==> config.mk <==
export PLATFORM = sky130hd
export DESIGN_NAME = rshift_arbiter
export DESIGN_NICKNAME = d
export VERILOG_FILES = /design/src/rtl/rshift_pkg.sv /design/src/rtl/rshift_arbiter_rr.sv /design/src/rtl/rshift_arbiter.sv
export SDC_FILE = /design/constraint.sdc
export NUM_CORES = 1
export LEC_CHECK = 0
export ABC_AREA = 1
export CORE_MARGIN = 4
export CORE_UTILIZATION = 40
export CTS_BUF_LIST = sky130_fd_sc_hd__clkbuf_8 sky130_fd_sc_hd__clkbuf_16
export CTS_CLUSTER_DIAMETER = 50
export DETAILED_ROUTE_END_ITERATION = 6
export PLACE_DENSITY = 0.79
export SLEW_MARGIN = 25
export SYNTH_ARGS = -nofsm -noshare
export SYNTH_HDL_FRONTEND = slang
export SYNTH_SLANG_ARGS = --single-unit
==> constraint.sdc <==
create_clock -name clk -period 5.2 [get_ports clk]
set_input_delay 0.52 -clock clk [delete_from_list [all_inputs] [get_ports clk]]
set_output_delay 0.52 -clock clk [all_outputs]
set_load 0.02 [all_outputs]
==> src/rtl/rshift_pkg.sv <==
// Shared types and helpers for the arbitrated 8-bit logical right shifter.
package rshift_pkg;
  localparam int DATA_W = 8;
  localparam int AMT_W  = 3;
  localparam int ID_MAX_W = 3;

  typedef struct packed {
    logic [DATA_W-1:0] data;
    logic [AMT_W-1:0]  amt;
  } req_beat_t;

  typedef struct packed {
    logic [DATA_W-1:0]   data;
    logic [ID_MAX_W-1:0] id;
  } res_beat_t;

  function automatic logic [DATA_W-1:0] lsr(input req_beat_t b);
    return b.data >> b.amt;
  endfunction
endpackage

==> src/rtl/rshift_arbiter_rr.sv <==
// Combinational round-robin pick: first requester after i_last, wrapping at NREQ.
module rr_arbiter #(
  parameter  int NREQ = 4,
  localparam int IDW  = $clog2(NREQ)
) (
  input  logic [NREQ-1:0] i_req,
  input  logic [IDW-1:0]  i_last,
  input  logic            i_en,
  output logic [NREQ-1:0] o_gnt,
  output logic [IDW-1:0]  o_idx,
  output logic            o_any
);
  logic [IDW-1:0] w_cand;

  always_comb begin
    o_gnt  = '0;
    o_idx  = '0;
    o_any  = 1'b0;
    w_cand = '0;
    for (int k = 1; k <= NREQ; k++) begin
      w_cand = IDW'((int'(i_last) + k) % NREQ);
      if (!o_any && i_req[w_cand]) begin
        o_any = 1'b1;
        o_idx = w_cand;
      end
    end
    // o_any/o_idx stay valid when disabled; only the grant is gated
    if (i_en && o_any) o_gnt[o_idx] = 1'b1;
  end
endmodule

==> src/rtl/rshift_arbiter.sv <==
// NREQ requesters share one 8-bit logical right shifter through a round-robin
// arbiter; results land in a single registered slot tagged with the winner id.
module rshift_arbiter
  import rshift_pkg::*;
#(
  parameter  int NREQ = 4,
  localparam int IDW  = $clog2(NREQ)
) (
  input  logic                     clk,
  input  logic                     rst,
  input  logic [NREQ-1:0]          req_valid,
  input  logic [NREQ*DATA_W-1:0]   req_data,
  input  logic [NREQ*AMT_W-1:0]    req_amt,
  output logic [NREQ-1:0]          req_ready,
  output logic                     out_valid,
  output logic [DATA_W-1:0]        out_data,
  output logic [IDW-1:0]           out_id,
  input  logic                     out_ready
);
  req_beat_t [NREQ-1:0] w_beat;
  logic [NREQ-1:0]      w_gnt;
  logic [IDW-1:0]       w_idx;
  logic                 w_any, w_free, w_en, w_acc;
  logic [IDW-1:0]       r_last, r_id;
  logic [DATA_W-1:0]    r_data;
  logic                 r_valid;

  for (genvar i = 0; i < NREQ; i++) begin : g_beat
    assign w_beat[i] = '{data: req_data[i*DATA_W +: DATA_W], amt: req_amt[i*AMT_W +: AMT_W]};
  end

  // Slot frees up in the same cycle the consumer drains it, so no bubble
  assign w_free = !r_valid || out_ready;
  assign w_en   = w_free && !rst;

  rr_arbiter #(.NREQ(NREQ)) u_arb (
    .i_req  (req_valid),
    .i_last (r_last),
    .i_en   (w_en),
    .o_gnt  (w_gnt),
    .o_idx  (w_idx),
    .o_any  (w_any)
  );

  assign w_acc     = w_en && w_any;
  assign req_ready = w_gnt;

  always_ff @(posedge clk or posedge rst) begin
    if (rst) begin
      r_valid <= 1'b0;
      r_data  <= '0;
      r_id    <= '0;
      r_last  <= IDW'(NREQ-1);
    end else if (w_acc) begin
      r_valid <= 1'b1;
      r_data  <= lsr(w_beat[w_idx]);
      r_id    <= w_idx;
      r_last  <= w_idx;
    end else if (w_free) begin
      r_valid <= 1'b0;
    end
  end

  assign out_valid = r_valid;
  assign out_data  = r_data;
  assign out_id    = r_id;
endmodule

==> summary.txt, run 1 <==
Status: finished, final reports clean
Part of the cycle the worst path needs: 0.729
HPWL after detailed placement: 3.43 mm
Crit Path Class: in -> out
Clock skew: 4.17 ps
YS warnings: 0
Number of global-route vias before repair: 1721
Top post-synthesis cells by area: nand2_1, dfrtp_1, nand3_1
Initial antenna violation count: 0
Count leader, synth: nand2_1
Port Buffer Count: 65
DIE AREA: 5110 sq um
Post-synth top cells: nand2_1, nand3_1, nand2_2
Unrepaired setup endpoints after global routing: no
FF+latch count, synth: 13
Hold Crit Class: reg -> reg
# DRC: 0
Clk Latency, worst-skew pair: 240 ps
Post-synth top area share: 0.308
Max cap viols: 0
H-tree level count: 1
ANT nets after route: 0
Mapped Cells: 267
Worst-Margin Slew: 637 ps
Cell family with most CP delay: buffers and inverters
Critical Path RT: 4680 ps
Final setup viols: 0
Num CTS Buffers: 3
CP max-delay cell: clkdlybuf4s50_1
Hold Buf Count CTS: 0
Largest net degree at the start of global routing: 24
Top_reg_cell synth: dfrtp_1
Tmin final: 3790 ps
Core Area: 3770 sq um
Average cell area after synthesis: 6.03 sq um
Crit-path cells: clkdlybuf4s50_1 > nand2_1 > nand2_1 > nand2_1 > nand2_2 > inv_2 > nand3_4 > nand3_1 > inv_1 > nand2_1 > nor2_1 > clkdlybuf4s50_1
Reg clk slew, reported paths: 60 ps
Root buffer selected by CTS: clkbuf_8
Vias per cell: 4.89
Routed wire length: 4.23 mm
First-pass DRT Iterations: 4
Setup TNS Final: 0 ps
Clock buffer depth: 2
Die W: 71.5 microns
Most used cell, CP: nand2_1
Syn nets: 318
Critical path buffers and inverters: 4
WL/cell: 11.3 microns
Gr usage total: 0.173
CP startpoint: req_valid[2]
Final hold violations: 0
Seq/Total Area, Yosys: 0.204
First-pass GRT wire length: 7.34 mm
Setup crit start kind: primary input
Yosys cell types: 27
Clock sinks: 13
Path depth of the worst reg2reg path: 16
Crit path arrival time: 3270 ps
Final slew viol count: 0
Worst rel slew slack: 0.574
Crit path depth: 12
CP peak stage delay: 610 ps
End of the worst register-to-register path: out_data[3]$_DFFE_PP0P_
Synth Cell Area: 1610 sq um
Worst r2r src: r_last[0]$_DFFE_PP1P_
Worst setup endpoint: req_ready[3]
Fmax: 264 MHz
Rows: 22
Diode count: 0
Flop2flop setup slack: 2500 ps
Fillers: 372
CTS tree: built
Crit Path Max Fanout: 16
Post-synthesis to final-layout area growth: 41.6%
Total gr overflow: 0
Initial DRC count: 130
Ys async rst share: 1.00
Initial Utilization: 0.427
Number of nets in the layout: 378
Via count: 1828
Die height: 71.5 microns
Post-CTS Setup Bufs: 0
Area leader, netlist: nand2_1
EDFF count, synth: 0
Placer's final routability congestion estimate: 0.936
Worst Setup End Kind: output pin
Share of cells above drive strength 1: 0.153
IO Count: 66
# resized after CTS: 0
-- cell families (layout without fill, tap and decap cells) --
group                  count (synthesis)  count (layout)  synth area share
and+or+nand+nor                      217             217             0.663
AOI/OAI and AO/OA                      7               7            0.0288
DFF                                   13              13             0.204
buffers and inverters                 30              89             0.105
-- flip-flops by register name, summed over array words and instances (netlist names) --
register   count
r_last         2
out_valid      1
out_id         2
out_data       8
-- worst reg2reg max path, stage by stage (launching register included) --
cell     delay [ps]
dfstp_2         680
inv_6            90
nand2_1          80
nand2_2          70
nand2_1          70
nand2_2          90
nand2_2          90
nand3_2         270
nand3_4         350
nand2_1         170
nand2_1          90
nand2_1          60
nand2_2         130
nand2_1         100
nor2_1          140
a22oi_1          80
nand2_1          80
-- per-stage QoR --
stage | cell area (sq um) | setup slack [ps] | hold slack [ps] | utilization | cells
floorplan | 1610 | 2440 | 404 | - | 267
global placement | 2230 | 1530 | 468 | 0.593 | 370
detailed placement | 2230 | 1440 | 465 | 0.593 | 370
CTS | 2280 | 1430 | 481 | 0.605 | 374
global route | 2280 | 1170 | 519 | 0.605 | 374
finish | 2280 | 1410 | 477 | 0.605 | 374
-- metal layers --
| layer | part of all wire | track usage |
|---|---|---|
| met5 | 0 | 0 |
| met4 | 0.018 | 0.0585 |
| met3 | 0.074 | 0.0365 |
| met2 | 0.47 | 0.290 |
| met1 | 0.44 | 0.221 |
-- worst min path at each step --
stage,end,depth (start not counted),start,slack (ps)
final,out_data[5]$_DFFE_PP0P_,2,out_data[5]$_DFFE_PP0P_,480
after global routing,out_data[5]$_DFFE_PP0P_,2,out_data[5]$_DFFE_PP0P_,520
after CTS,out_data[5]$_DFFE_PP0P_,2,out_data[5]$_DFFE_PP0P_,480
after detailed placement,out_data[5]$_DFFE_PP0P_,2,out_data[5]$_DFFE_PP0P_,470
after global placement,out_data[5]$_DFFE_PP0P_,2,out_data[5]$_DFFE_PP0P_,470
after floorplan,out_data[0]$_DFFE_PP0P_,1,rst,400
-- cell usage in the layout (no fill, tap or decap), types with 4 or more instances in the layout --
master | Yosys | final
clkdlybuf4s50_1 | 0 | 65
nand3_1 | 31 | 31
dfrtp_1 | 11 | 11
nor2_1 | 4 | 4
inv_1 | 13 | 13
nand2_4 | 5 | 5
nand2_2 | 22 | 22
nand4_1 | 13 | 13
nand2_1 | 132 | 132
inv_2 | 5 | 5
-- final cells by class --
| type | instances | area, sq um | share of cell area |
|---|---|---|---|
| Timing Repair Buffer | 65 | 651 | 0.285 |
| Tap cell | 48 | 60.1 | 0.0263 |
| Inverter | 20 | 82.6 | 0.0362 |
| Clock buffer | 3 | 41.3 | 0.0181 |
| Sequential cell | 13 | 328 | 0.144 |
| Multi-Input combinational cell | 224 | 1110 | 0.488 |
| Clock inverter | 1 | 5.00 | 0.00219 |
Power of run 1 is left out: the tool's default activity adds up to more than one toggle a clock period on the data nets, which glitch-free logic cannot reach.
==> inputs of run 2 (changes only) <==
==> constraint.sdc (replaced) <==
create_clock -name clk -period 3.8 [get_ports clk]
set_input_delay 0.38 -clock clk [delete_from_list [all_inputs] [get_ports clk]]
set_output_delay 0.38 -clock clk [all_outputs]
set_load 0.02 [all_outputs]
==> run 2 against run 1 <==
Compared with the run above: count of clock-buffer cells in the layout unchanged; highest routed layer unchanged; setup slack got worse by 880 ps; wire length increased by 1.8%; hold slack got worse by 50 ps; critical path type is now reg -> out; global-route usage decreased by 0.12 points; critical endpoint is now req_ready[0]; first-iteration DRC count decreased by 22%; cell area increased by 0.60%; via count increased by 0.33%.
==> summary.txt, run 2 (synthesis results as in run 1) <==
Num CTS Buffers: 3 (unchanged)
Clock sinks: 13 (unchanged)
Max FFs per register: 8 (unchanged)
Worst rel slew slack: 0.789 (was 0.574)
Crit Path Class: reg -> out (was in -> out)
Final slew viol count: 0 (unchanged)
Unrepaired setup endpoints after global routing: no (unchanged)
Clk Latency, worst-skew pair: 240 ps (about the same)
Initial DRC count: 102 (was 130)
Commonest cells after routing, fill and taps aside: nand2_1, clkdlybuf4s50_1, nand3_1, nand2_2, inv_1 (was nand2_1, clkdlybuf4s50_1, nand3_1, nand2_2)
Post-synthesis to final-layout area growth: 42.5% (was 41.6%)
Share of cells above drive strength 1: 0.155 (was 0.153)
Setup TNS Final: 0 ps (unchanged)
WL/cell: 11.4 microns (was 11.3 microns)
Crit path arrival time: 2890 ps (was 3270 ps)
Worst-Margin Slew: 316 ps (was 637 ps)
Rows: 22 (unchanged)
Die W: 71.5 microns (unchanged)
First-pass GRT wire length: 7.42 mm (was 7.34 mm)
CTS tree: built (unchanged)
Initial antenna violation count: 0 (unchanged)
Core Area: 3770 sq um (unchanged)
H-tree level count: 1 (unchanged)
Setup crit start kind: register (was primary input)
Root buffer selected by CTS: clkbuf_8 (unchanged)
Seq. cell area: 328 sq um (unchanged)
CP max-delay cell: dfstp_2 (was clkdlybuf4s50_1)
DIE AREA: 5110 sq um (unchanged)
First-pass DRT Iterations: 4 (unchanged)
Fmax: 306 MHz
Placer's final routability congestion estimate: 0.899 (was 0.936)
CP peak stage delay: 680 ps (was 610 ps)
IO Count: 66 (unchanged)
Number of global-route vias before repair: 1780 (was 1721)
Part of the cycle the worst path needs: 0.860
Clock skew: 4.65 ps (was 4.17 ps)
Hold Buf Count CTS: 0 (unchanged)
Hold Crit Class: in -> async (was reg -> reg)
Port Buffer Count: 65 (unchanged)
Number of nets in the layout: 380 (was 378)
Crit Path Max Fanout: 16 (unchanged)
Area occupied by multi-input gates: 1110 sq um (unchanged)
# resized after CTS: 0 (unchanged)
Max cap viols: 0 (unchanged)
Reg clk slew, reported paths: 60 ps (about the same)
ANT nets after route: 0 (unchanged)
Diode count: 0 (unchanged)
HPWL after detailed placement: 3.52 mm (was 3.43 mm)
# DRC: 0 (unchanged)
Tmin final: 3270 ps
Via count: 1834 (was 1828)
Die height: 71.5 microns (unchanged)
Clock buffer depth: 2 (unchanged)
Routed wire length: 4.30 mm (was 4.23 mm)
Post-CTS Setup Bufs: 0 (unchanged)
Worst Setup End Kind: output pin (unchanged)
Gr usage total: 0.172 (was 0.173)
Final setup viols: 0 (unchanged)
Status: finished, final reports clean (unchanged)
Largest net degree at the start of global routing: 24 (unchanged)
Most common cell after layout, fill and taps aside: nand2_1 (unchanged)
Final hold violations: 0 (unchanged)
Initial Utilization: 0.427 (unchanged)
Crit-path cells: nand2_1 > nand2_2 > nand2_1 > nand2_2 > nor2_8 > nand3_4 > nand3_1 > buf_4 > nor3_1 > clkdlybuf4s50_1 (was clkdlybuf4s50_1 > nand2_1 > nand2_1 > nand2_1 > nand2_2 > inv_2 > nand3_4 > nand3_1 > inv_1 > nand2_1 > nor2_1 > clkdlybuf4s50_1)
Critical Path RT: 3420 ps (was 4680 ps)
Vias per cell: 4.88 (was 4.89)
Fillers: 371 (was 372)
Total gr overflow: 0 (unchanged)
run 2: worst paths after layout:
kind                                       start                 endpoint  slack (ps)  cells past startpoint
setup / recovery           r_last[0]$_DFFE_PP1P_             req_ready[0]         530                     10
hold / removal                               rst  out_data[5]$_DFFE_PP0P_         430                      3
setup reg to reg           r_last[0]$_DFFE_PP1P_  out_data[3]$_DFFE_PP0P_        1120                     16
hold reg to reg            out_id[0]$_DFFE_PP0P_    out_id[0]$_DFFE_PP0P_         480                      2
max in group asynchronous                    rst    r_last[1]$_DFFE_PP1P_        3130                      3
min in group clk           out_id[0]$_DFFE_PP0P_    out_id[0]$_DFFE_PP0P_         480                      2
run 2: critical path: cells and delay by family (launching register included):
kind,cells,cell delay (ps)
simple gates,8,1090
buf+inv,2,880
flops,1,680
run 2: area by class of cell:
type,instances,area share
inverters,20,0.0360
repair buffers,67,0.290
well taps,48,0.0262
flip-flops and latches,13,0.143
clock buffers,3,0.0180
clock inverters,1,0.00164
multi-input cells,224,0.485
run 2: metal layers:
layer	vias up	wire length (microns)	part of all wire	global-route usage
met5	-	0	0	0
met4	0	38	0.0088	0.0564
met3	6	315	0.073	0.0266
met2	63	2160	0.50	0.316
met1	792	1790	0.42	0.202
li1	973	-	-	-
run 2: per-stage QoR:
step,cell area (sq um),setup slack [ps],util,hold WS [ps],instances
floorplan,1610,1180,-,264,267
global placement,2250,650,0.597,468,372
detailed placement,2250,611,0.597,471,372
CTS,2290,515,0.608,434,376
global route,2290,344,0.608,478,376
finish,2290,531,0.608,428,376
Power of run 2 is left out for the same reason.
==> inputs of run 3 (changes only) <==
--- a/config.mk
+++ b/config.mk
@@ -10,7 +10,9 @@
 export CORE_UTILIZATION = 40
 export CTS_BUF_LIST = sky130_fd_sc_hd__clkbuf_8 sky130_fd_sc_hd__clkbuf_16
 export CTS_CLUSTER_DIAMETER = 50
+export CTS_CLUSTER_SIZE = 10
 export DETAILED_ROUTE_END_ITERATION = 6
+export HOLD_SLACK_MARGIN = 0.03
 export PLACE_DENSITY = 0.79
 export SLEW_MARGIN = 25
 export SYNTH_ARGS = -nofsm -noshare
==> results of run 3 <==
No change in the layout: final DEF, timing and power equal those of run 2.
Power of run 3 is left out for the same reason.
